File: src/rtl/sync_cnt_pkg.sv
// Shared constants for the sync counter/decode stage: the default widths, the
// terminal values, and the equality-decode values the sync controller watches for.
package sync_cnt_pkg;

  localparam int CW_DEF   = 10;
  localparam int PW_DEF   = 8;
  localparam int CMAX_DEF = 1023;
  localparam int PMAX_DEF = 255;

  // Main line/sample counter decode points
  localparam int CNT10  = 10;
  localparam int CNT13  = 13;
  localparam int CNT21  = 21;
  localparam int CNT44  = 44;
  localparam int CNT45  = 45;
  localparam int CNT261 = 261;
  localparam int CNT272 = 272;
  localparam int CNT283 = 283;
  localparam int CNT284 = 284;
  localparam int CNT509 = 509;
  localparam int CNT511 = 511;
  localparam int CNT567 = 567;
  localparam int CNT591 = 591;

  // Pixel counter decode points
  localparam int PCNT6   = 6;
  localparam int PCNT12  = 12;
  localparam int PCNT17  = 17;
  localparam int PCNT27  = 27;
  localparam int PCNT241 = 241;

  localparam int N_CDEC = 13;
  localparam int N_PDEC = 5;

  // Bit i of the decode vectors in the top level corresponds to entry i here
  localparam int CDEC_VAL [N_CDEC] = '{CNT10, CNT13, CNT21, CNT44, CNT45, CNT261,
                                       CNT272, CNT283, CNT284, CNT509, CNT511,
                                       CNT567, CNT591};
  localparam int PDEC_VAL [N_PDEC] = '{PCNT6, PCNT12, PCNT17, PCNT27, PCNT241};

  localparam int CDEC_MAX = CNT591;
  localparam int PDEC_MAX = PCNT241;

  // Minimum number of bits needed to represent a non-negative value
  function automatic int bits_for(input int v);
    int n;
    n = 0;
    for (int i = 0; i < 31; i++) begin
      if ((v >> i) != 0) n = i + 1;
    end
    return n;
  endfunction

endpackage

File: src/rtl/sync_cnt_decode_if.sv
// Bundle between the sync controller (master) and the counter/decode stage
// (slave): control strobes one way, counter values and decodes the other.
interface sync_cnt_decode_if
  import sync_cnt_pkg::*;
#(
  parameter int CW = CW_DEF,
  parameter int PW = PW_DEF
) ();

  logic          csm;
  logic          cclr;
  logic          pc;
  logic          pclr;
  logic [CW-1:0] cnt_q;
  logic [PW-1:0] pcnt_q;
  logic cnt10, cnt13, cnt21, cnt44, cnt45, cnt261, cnt272;
  logic cnt283, cnt284, cnt509, cnt511, cnt567, cnt591;
  logic pcnt6, pcnt12, pcnt17, pcnt27, pcnt241;

  modport master (
    output csm, cclr, pc, pclr,
    input  cnt_q, pcnt_q,
    input  cnt10, cnt13, cnt21, cnt44, cnt45, cnt261, cnt272,
    input  cnt283, cnt284, cnt509, cnt511, cnt567, cnt591,
    input  pcnt6, pcnt12, pcnt17, pcnt27, pcnt241
  );

  modport slave (
    input  csm, cclr, pc, pclr,
    output cnt_q, pcnt_q,
    output cnt10, cnt13, cnt21, cnt44, cnt45, cnt261, cnt272,
    output cnt283, cnt284, cnt509, cnt511, cnt567, cnt591,
    output pcnt6, pcnt12, pcnt17, pcnt27, pcnt241
  );

endinterface

File: src/rtl/sync_counter.sv
// Wrapping up-counter with synchronous active-low reset and a clear that
// takes priority over increment. Wraps to zero after the terminal value.
module sync_counter #(
  parameter int W    = 10,
  parameter int TMAX = 1023
) (
  input  logic         CK,
  input  logic         RN,
  input  logic         clr,
  input  logic         inc,
  output logic [W-1:0] q
);

  localparam logic [W-1:0] TERM = W'(TMAX);
  localparam logic [W-1:0] ONE  = W'(1);

  // Reset, then clear, then increment-with-wrap, otherwise hold
  always_ff @(posedge CK) begin
    if (!RN) begin
      q <= '0;
    end else if (clr) begin
      q <= '0;
    end else if (inc) begin
      q <= (q == TERM) ? '0 : q + ONE;
    end
  end

endmodule

File: src/rtl/sync_cnt_decode.sv
// Counter/decode stage feeding the video sync controller: a main line/sample
// counter and a pixel counter, each with one-hot equality decodes taken
// straight off the registered count (no extra pipeline stage).
module sync_cnt_decode
  import sync_cnt_pkg::*;
#(
  parameter int CW   = CW_DEF,
  parameter int PW   = PW_DEF,
  parameter int CMAX = CMAX_DEF,
  parameter int PMAX = PMAX_DEF
) (
  input logic              CK,
  input logic              RN,
  sync_cnt_decode_if.slave bus
);

  // Reject widths that cannot hold the decode points or the terminal values
  if (CW < bits_for(CDEC_MAX) || PW < bits_for(PDEC_MAX)) begin : g_width_chk
    $fatal(1, "sync_cnt_decode: CW/PW too narrow for the largest decode value");
  end
  if (CMAX < 0 || longint'(CMAX) >= (longint'(1) << CW) ||
      PMAX < 0 || longint'(PMAX) >= (longint'(1) << PW)) begin : g_term_chk
    $fatal(1, "sync_cnt_decode: terminal value does not fit the counter width");
  end

  logic [CW-1:0]     cnt_q;
  logic [PW-1:0]     pcnt_q;
  logic [N_CDEC-1:0] cdec;
  logic [N_PDEC-1:0] pdec;

  sync_counter #(.W(CW), .TMAX(CMAX)) u_main_cnt (
    .CK  (CK),
    .RN  (RN),
    .clr (bus.cclr),
    .inc (bus.csm),
    .q   (cnt_q)
  );

  sync_counter #(.W(PW), .TMAX(PMAX)) u_pix_cnt (
    .CK  (CK),
    .RN  (RN),
    .clr (bus.pclr),
    .inc (bus.pc),
    .q   (pcnt_q)
  );

  // A decode point beyond the terminal value can never be reached, so it is tied low
  genvar gi;
  for (gi = 0; gi < N_CDEC; gi++) begin : g_cdec
    if (CDEC_VAL[gi] <= CMAX) begin : g_live
      assign cdec[gi] = (cnt_q == CW'(CDEC_VAL[gi]));
    end else begin : g_dead
      assign cdec[gi] = 1'b0;
    end
  end

  for (gi = 0; gi < N_PDEC; gi++) begin : g_pdec
    if (PDEC_VAL[gi] <= PMAX) begin : g_live
      assign pdec[gi] = (pcnt_q == PW'(PDEC_VAL[gi]));
    end else begin : g_dead
      assign pdec[gi] = 1'b0;
    end
  end

  assign bus.cnt_q  = cnt_q;
  assign bus.pcnt_q = pcnt_q;

  assign bus.cnt10  = cdec[0];
  assign bus.cnt13  = cdec[1];
  assign bus.cnt21  = cdec[2];
  assign bus.cnt44  = cdec[3];
  assign bus.cnt45  = cdec[4];
  assign bus.cnt261 = cdec[5];
  assign bus.cnt272 = cdec[6];
  assign bus.cnt283 = cdec[7];
  assign bus.cnt284 = cdec[8];
  assign bus.cnt509 = cdec[9];
  assign bus.cnt511 = cdec[10];
  assign bus.cnt567 = cdec[11];
  assign bus.cnt591 = cdec[12];

  assign bus.pcnt6   = pdec[0];
  assign bus.pcnt12  = pdec[1];
  assign bus.pcnt17  = pdec[2];
  assign bus.pcnt27  = pdec[3];
  assign bus.pcnt241 = pdec[4];

endmodule

File: src/flat_wrapper.sv
// flat-port wrapper written by rule: the top's interface ports become plain ports
module sync_cnt_decode_flat import sync_cnt_pkg::*;
#(
  parameter int CW   = CW_DEF,
  parameter int PW   = PW_DEF,
  parameter int CMAX = CMAX_DEF,
  parameter int PMAX = PMAX_DEF
)
  (CK, RN, bus_csm, bus_cclr, bus_pc, bus_pclr, bus_cnt_q, bus_pcnt_q, bus_cnt10, bus_cnt13, bus_cnt21, bus_cnt44, bus_cnt45, bus_cnt261, bus_cnt272, bus_cnt283, bus_cnt284, bus_cnt509, bus_cnt511, bus_cnt567, bus_cnt591, bus_pcnt6, bus_pcnt12, bus_pcnt17, bus_pcnt27, bus_pcnt241);
  sync_cnt_decode_if #(.CW(CW), .PW(PW)) bus_i ();
  input logic CK;
  input logic RN;
  input wire logic [$bits(bus_i.csm)-1:0] bus_csm;
  input wire logic [$bits(bus_i.cclr)-1:0] bus_cclr;
  input wire logic [$bits(bus_i.pc)-1:0] bus_pc;
  input wire logic [$bits(bus_i.pclr)-1:0] bus_pclr;
  output wire logic [$bits(bus_i.cnt_q)-1:0] bus_cnt_q;
  output wire logic [$bits(bus_i.pcnt_q)-1:0] bus_pcnt_q;
  output wire logic [$bits(bus_i.cnt10)-1:0] bus_cnt10;
  output wire logic [$bits(bus_i.cnt13)-1:0] bus_cnt13;
  output wire logic [$bits(bus_i.cnt21)-1:0] bus_cnt21;
  output wire logic [$bits(bus_i.cnt44)-1:0] bus_cnt44;
  output wire logic [$bits(bus_i.cnt45)-1:0] bus_cnt45;
  output wire logic [$bits(bus_i.cnt261)-1:0] bus_cnt261;
  output wire logic [$bits(bus_i.cnt272)-1:0] bus_cnt272;
  output wire logic [$bits(bus_i.cnt283)-1:0] bus_cnt283;
  output wire logic [$bits(bus_i.cnt284)-1:0] bus_cnt284;
  output wire logic [$bits(bus_i.cnt509)-1:0] bus_cnt509;
  output wire logic [$bits(bus_i.cnt511)-1:0] bus_cnt511;
  output wire logic [$bits(bus_i.cnt567)-1:0] bus_cnt567;
  output wire logic [$bits(bus_i.cnt591)-1:0] bus_cnt591;
  output wire logic [$bits(bus_i.pcnt6)-1:0] bus_pcnt6;
  output wire logic [$bits(bus_i.pcnt12)-1:0] bus_pcnt12;
  output wire logic [$bits(bus_i.pcnt17)-1:0] bus_pcnt17;
  output wire logic [$bits(bus_i.pcnt27)-1:0] bus_pcnt27;
  output wire logic [$bits(bus_i.pcnt241)-1:0] bus_pcnt241;
  assign bus_i.csm = bus_csm;
  assign bus_i.cclr = bus_cclr;
  assign bus_i.pc = bus_pc;
  assign bus_i.pclr = bus_pclr;
  assign bus_cnt_q = bus_i.cnt_q;
  assign bus_pcnt_q = bus_i.pcnt_q;
  assign bus_cnt10 = bus_i.cnt10;
  assign bus_cnt13 = bus_i.cnt13;
  assign bus_cnt21 = bus_i.cnt21;
  assign bus_cnt44 = bus_i.cnt44;
  assign bus_cnt45 = bus_i.cnt45;
  assign bus_cnt261 = bus_i.cnt261;
  assign bus_cnt272 = bus_i.cnt272;
  assign bus_cnt283 = bus_i.cnt283;
  assign bus_cnt284 = bus_i.cnt284;
  assign bus_cnt509 = bus_i.cnt509;
  assign bus_cnt511 = bus_i.cnt511;
  assign bus_cnt567 = bus_i.cnt567;
  assign bus_cnt591 = bus_i.cnt591;
  assign bus_pcnt6 = bus_i.pcnt6;
  assign bus_pcnt12 = bus_i.pcnt12;
  assign bus_pcnt17 = bus_i.pcnt17;
  assign bus_pcnt27 = bus_i.pcnt27;
  assign bus_pcnt241 = bus_i.pcnt241;
  sync_cnt_decode #(.CW(CW), .PW(PW), .CMAX(CMAX), .PMAX(PMAX)) u_core (.CK(CK), .RN(RN), .bus(bus_i));
endmodule
File: config.mk
export PLATFORM = sky130hd
export DESIGN_NAME = sync_cnt_decode_flat
export DESIGN_NICKNAME = d
export VERILOG_FILES = /design/src/rtl/sync_cnt_pkg.sv /design/src/rtl/sync_cnt_decode_if.sv /design/src/rtl/sync_counter.sv /design/src/rtl/sync_cnt_decode.sv /design/src/flat_wrapper.sv
export SDC_FILE = /design/constraint.sdc
export NUM_CORES = 1
export LEC_CHECK = 0
export CAP_MARGIN = 25
export CORE_ASPECT_RATIO = 1.2
export CORE_UTILIZATION = 49
export DETAILED_ROUTE_END_ITERATION = 7
export HOLD_SLACK_MARGIN = 0.02
export PLACE_DENSITY_LB_ADDON = 0.2
export SYNTH_ARGS = -nofsm -noshare
export SYNTH_HDL_FRONTEND = slang
export SYNTH_SLANG_ARGS = --single-unit
File: constraint.sdc
create_clock -name CK -period 4.95 [get_ports CK]
set_clock_uncertainty 0.15 [all_clocks]
set_input_delay 0.7425 -clock CK [delete_from_list [all_inputs] [get_ports CK]]
set_output_delay 0.7425 -clock CK [all_outputs]
set_load 0.01 [all_outputs]
Yosys cells after proc, flatten, opt, wreduce, memory -nomap -nowiden
Cells that the tools add are included.

Bits in latches: 0. Memory bits (read-only): 0. Output and inout bits: 36. Memories kept: 0. RAM bits: 0. Register bits: 18.

Add/subtract/negate cells: 2. $mul: 0. Div/mod/pow operators: 0. $lt $le $gt $ge: 0. Muxes and demuxes: 2. Bitwise logic cells: 1. Shifts and indexed selects: 0. Reduce and logical (&&, ||, !) cells: 2. Eq/ne operators: 20.

Operators with widths (number): 10-bit by 9-bit equality test with 1-bit output, second input constant (6); 10-bit equality test, second input constant (3); 10-bit by 4-bit equality test with 1-bit output, second input constant (2); 10-bit by 6-bit equality test with 1-bit output, second input constant (2); 8-bit by 5-bit equality test with 1-bit output, second input constant (2); 8-bit equality test, second input constant (2); 10-bit by 1-bit adder with 10-bit output, second input constant (1); 10-bit by 5-bit equality test with 1-bit output, second input constant (1); 10-bit 2-to-1 mux (1); 8-bit by 1-bit adder with 8-bit output, second input constant (1); 8-bit by 3-bit equality test with 1-bit output, second input constant (1); 8-bit by 4-bit equality test with 1-bit output, second input constant (1); 8-bit 2-to-1 mux (1); 2-bit OR reduction (2); 1-bit NOT (1).

Logic depth before layout (Yosys ltp)
Depth in word-level cells: 2. Gate-level depth with buffers: 4.

Hierarchy
From an unflattened synthesis, not the netlist that was laid out.

Cells, all modules: 140. Area, all modules: 1189.9 um^2.

By module, submodules not included: sync_counter at u_core.u_main_cnt (times used 1, cells each 56, sequential area each 200.2 um^2, area each 498.0 um^2); sync_counter at u_core.u_pix_cnt (times used 1, cells each 41, sequential area each 160.2 um^2, area each 370.4 um^2); sync_cnt_decode (times used 1, cells each 43, sequential area each 0.0 um^2, area each 321.6 um^2).

Worst setup path after synthesis
No wires, ideal clock.

Kind: register -> output. Start point: register u_core.u_main_cnt.q[0]. End point: output bus_cnt567. Data arrival time: 1600 ps. Stages on the path, launching flop included: 5. Path slack: 2458 ps. Cells stage by stage: dfxtp_1 > ha_1 > nand2_1 > or3_1 > nor4_1.

Cells in the longest elaborated chain, start to end: 1.

RTL lines: from (decl) (line sync_counter.sv:11) `output logic [W-1:0] q`; from (signal assigned) (line sync_counter.sv:24) `q <= (q == TERM) ? '0 : q + ONE;`; 10-bit equality test (line sync_cnt_decode.sv:51) `assign cdec[gi] = (cnt_q == CW'(CDEC_VAL[gi]));`; to (decl) (line flat_wrapper.sv:30) `output wire logic [$bits(bus_i.cnt567)-1:0] bus_cnt567;`.

No other way between the ends.

Worst setup path after layout
Ends and elaborated chain as after synthesis.

==> metrics.md <==
| Metric | Value |
|---|---|
| Status | complete, no violations |
| Clk sinks | 18 |
| Yosys reg bits | 18 |
| IO Port Bufs | 41 |
| Sequential fraction of the synthesis area | 0.291 |
| Setup Viol. Count Final | 0 |
| Worst reg2reg path depth | 4 |
| Pin count of the biggest net entering global routing | 13 |
| NumNets Final | 208 |
| Synth Area in Adders | 0.0808 |
| Antenna viol nets, final | 0 |
| Routed vias/inst | 5.85 |
| Synth Area in Simple Gates | 0.400 |
| Grt ovf | 0 |
| Post-DR wirelength/cell | 13.8 um |
| Gr usage total | 0.248 |
| Static Leak | 0.505 nW |
| Number of fillers in the final layout | 225 |
| Final Util | 0.714 |
| Core ar. | between 2000 and 2500 um^2 |
| Final worst setup slack | 1.62 ns |
| DR DRC count | 0 |
| Hold depth | 2 |
| Worst Path Arrival | 2.44 ns |
| Final Total Pwr | about 260 uW |
| Layout cells sized above 1 | 0.0363 |
| Worst hold path startpoint | u_core.u_pix_cnt.q[6]$_SDFFE_PP0P_ |
| Die H | ~57 um |
| Starting density of the core | 0.532 |
| First-pass GRT wire length | 4970 um |
| Die area | 2730 um^2 |
| R2R Setup Slk | 2.97 ns |
| Crit start category | register |
| Average instance area after synthesis | 7.84 um^2 |
| Final Non-Filler Cells | approximately 220 |
| Main area contributors after synthesis | dfxtp_1 (29%), ha_1 (8.1%), nand2_1 (5.8%) |
| Synth top cells by count | nand2_1 (19), dfxtp_1 (18), nor2_1 (15), nand3_1 (9), ha_1 (8) |
| Peak supply drop | 124 uV |
| Worst-path clk slew | 0.11 ns |
| Post-CTS resize count | 0 |
| Portion of netlist area occupied by mux cells | 0.00808 |
| Post-synth top flop | dfxtp_1 |
| Maxcap violations | 0 |
| Cells after DPL | 220 |
| Minimum clock period | approximately 3.3 ns |
| Crit-path max FO | 7 |
| Final Hold Viols | 0 |
| Power Density | 154 nW/um^2 |
| Clk_lat worst skew | a little under 0.3 ns |
| Die X | ~48 um |
| Initial antenna violation count | 0 |
| Netlist Area Pre-Place | 1240 um^2 |
| Detailed Place HPWL | between 2000 and 2500 um |
| Worst Tran Pin Value | 0.723 ns |
| Pre-CTS WS | 1.99 ns |
| Yosys warnings | 0 |
| Period utilization | 0.674 |
| Req. time, crit path | 4.06 ns |
| ANT cells | 0 |
| Max Clock Freq | around 300 MHz |
| Main combinational cell family by area after synthesis | simple AND/OR/NAND/NOR gates |
| Row count | 19 |
| Post-synth top area cell | dfxtp_1 |
| Vias in the first global route | roughly 1.2k |
| Syn_nets | ~170 |
| 1st-iter DRT viols | 43 |
| Unrepaired setup endpoints after global routing | no |
| Via count | 1,310 |
| CP endpoint kind | output pin |
| Num CTS Buffers | 3 |
| RD Place Congestion | 0.862 |
| Netlist cell types | 37 |
| Root cell of the clock tree | clkbuf_4 |
| Layout area overhead | 34.3% |
| Syn Inst Count | 158 |
| Final Slew Violations | 0 |
| Hold-fix buffers at CTS | 0 |
| Setup bufs post-CTS | 0 |
| Top-area cell type share of the netlist area | 0.291 |
| Hold endpoint | u_core.u_pix_cnt.q[6]$_SDFFE_PP0P_ |
| Ys async rst share | 0 |
| Clk buf depth | 2 |
| Synth Area in Compound Gates | 0.101 |
| Slew margin rel. | 0.514 |
| Setup TNS Final | 0 ns |
| Worst Hold Class | register to register |
| Ports | 42 |
| XOR/XNOR Fraction of Synth Area | 0.0495 |
| DR pass1 iterations | 5 |
| H-tree levels | 1 |
| Crit Path Class | register to output pin |
| EDFF count, synth | 0 |
| DRT Wirelength | 3090 um |
| FF-to-FF Start | u_core.u_main_cnt.q[0]$_SDFFE_PP0P_ |
| Most frequent cell after synthesis | nand2_1 |
| CTS tree | built |
| Worst r2r dst | u_core.u_main_cnt.q[3]$_SDFFE_PP0P_ |
[per-stage QoR]
stage | hold WS (ns) | cell area, um^2
after global routing | 0.440 | 1660
final | 0.401 | 1660
after CTS | 0.411 | 1660
after detailed placement | 0.393 | 1630
after floorplan | 0.390 | 1240
after global placement | 0.366 | 1630
[power breakdown]
group,total [mW],switching (mW),internal (mW)
logic,0.0185,0.00907,0.00947
clock network,0.0901,0.0453,0.0448
registers,0.148,0.00231,0.146
[sequential cells by signal, indices dropped and copies added, names as in the netlist]
signal and count:
u_core.u_main_cnt.q 10, u_core.u_pix_cnt.q 8
[cells by family (layout without fill, tap and decap cells)]
| kind of cell | after synthesis | in the layout |
|---|---|---|
| adder cells (fa/ha/maj) | 8 | 8 |
| AND/OR/NAND/NOR | 88 | 88 |
| flip-flops | 18 | 18 |
| multiplexers | 1 | 1 |
| XOR/XNOR | 7 | 7 |
| buffers and inverters | 17 | 52 |
| AO/OA/AOI/OAI | 19 | 19 |
[critical path, cell delays in order (launching register included)]
cell             delay (ns)
dfxtp_1                0.49
ha_1                   0.35
nand2_1                0.11
or3_1                  0.35
nor4_1                 0.26
clkdlybuf4s50_1        0.59
[final cells by class]
| type | count | area [um^2] | area share |
|---|---|---|---|
| clock buffer | 4 | 36.3 | 0.0218 |
| tap | 31 | 38.8 | 0.0233 |
| timing repair buffer | 41 | 410 | 0.247 |
| inverter | 7 | 26.3 | 0.0158 |
| multi-input combinational | 123 | 792 | 0.476 |
| sequential | 18 | 360 | 0.217 |
[routing by layer]
metal | global-route usage | routed length, um
met1 | 0.321 | 1290
met2 | 0.396 | 1560
met3 | 0.0411 | 206
met4 | 0.0992 | 38
met5 | 0 | 0
[worst max path at each step]
stage | from | to | slack [ns] | cells after the start
after floorplan | u_core.u_main_cnt.q[0]$_SDFFE_PP0P_ | bus_cnt567 | 2.46 | 4
after global placement | u_core.u_main_cnt.q[0]$_SDFFE_PP0P_ | bus_cnt591 | 2.08 | 5
after detailed placement | u_core.u_main_cnt.q[0]$_SDFFE_PP0P_ | bus_cnt567 | 1.99 | 5
after CTS | u_core.u_main_cnt.q[0]$_SDFFE_PP0P_ | bus_cnt567 | 1.64 | 5
after global routing | u_core.u_main_cnt.q[0]$_SDFFE_PP0P_ | bus_cnt567 | 1.50 | 5
final | u_core.u_main_cnt.q[0]$_SDFFE_PP0P_ | bus_cnt567 | 1.62 | 5
[cell usage in the layout (no fill, tap or decap), types with 2 or more instances in the layout]
cell,count
nand4_1,5
xor2_1,3
a211oi_1,2
nand4_4,2
nand2b_1,4
nand3b_1,2
dfxtp_1,18
a21oi_1,4
inv_1,7
nand3_1,9
nor3b_1,2
o21ai_0,3
or3_1,4
xnor2_1,4
nor2_1,15
or4_1,4
o31ai_1,2
ha_1,8
clkbuf_4,3
nor4b_1,4
nor4_1,7
clkdlybuf4s50_1,41
nor3_1,7
nor2b_1,3
nand2_1,19
a31oi_1,2
(Power assumes the default switching activity.)
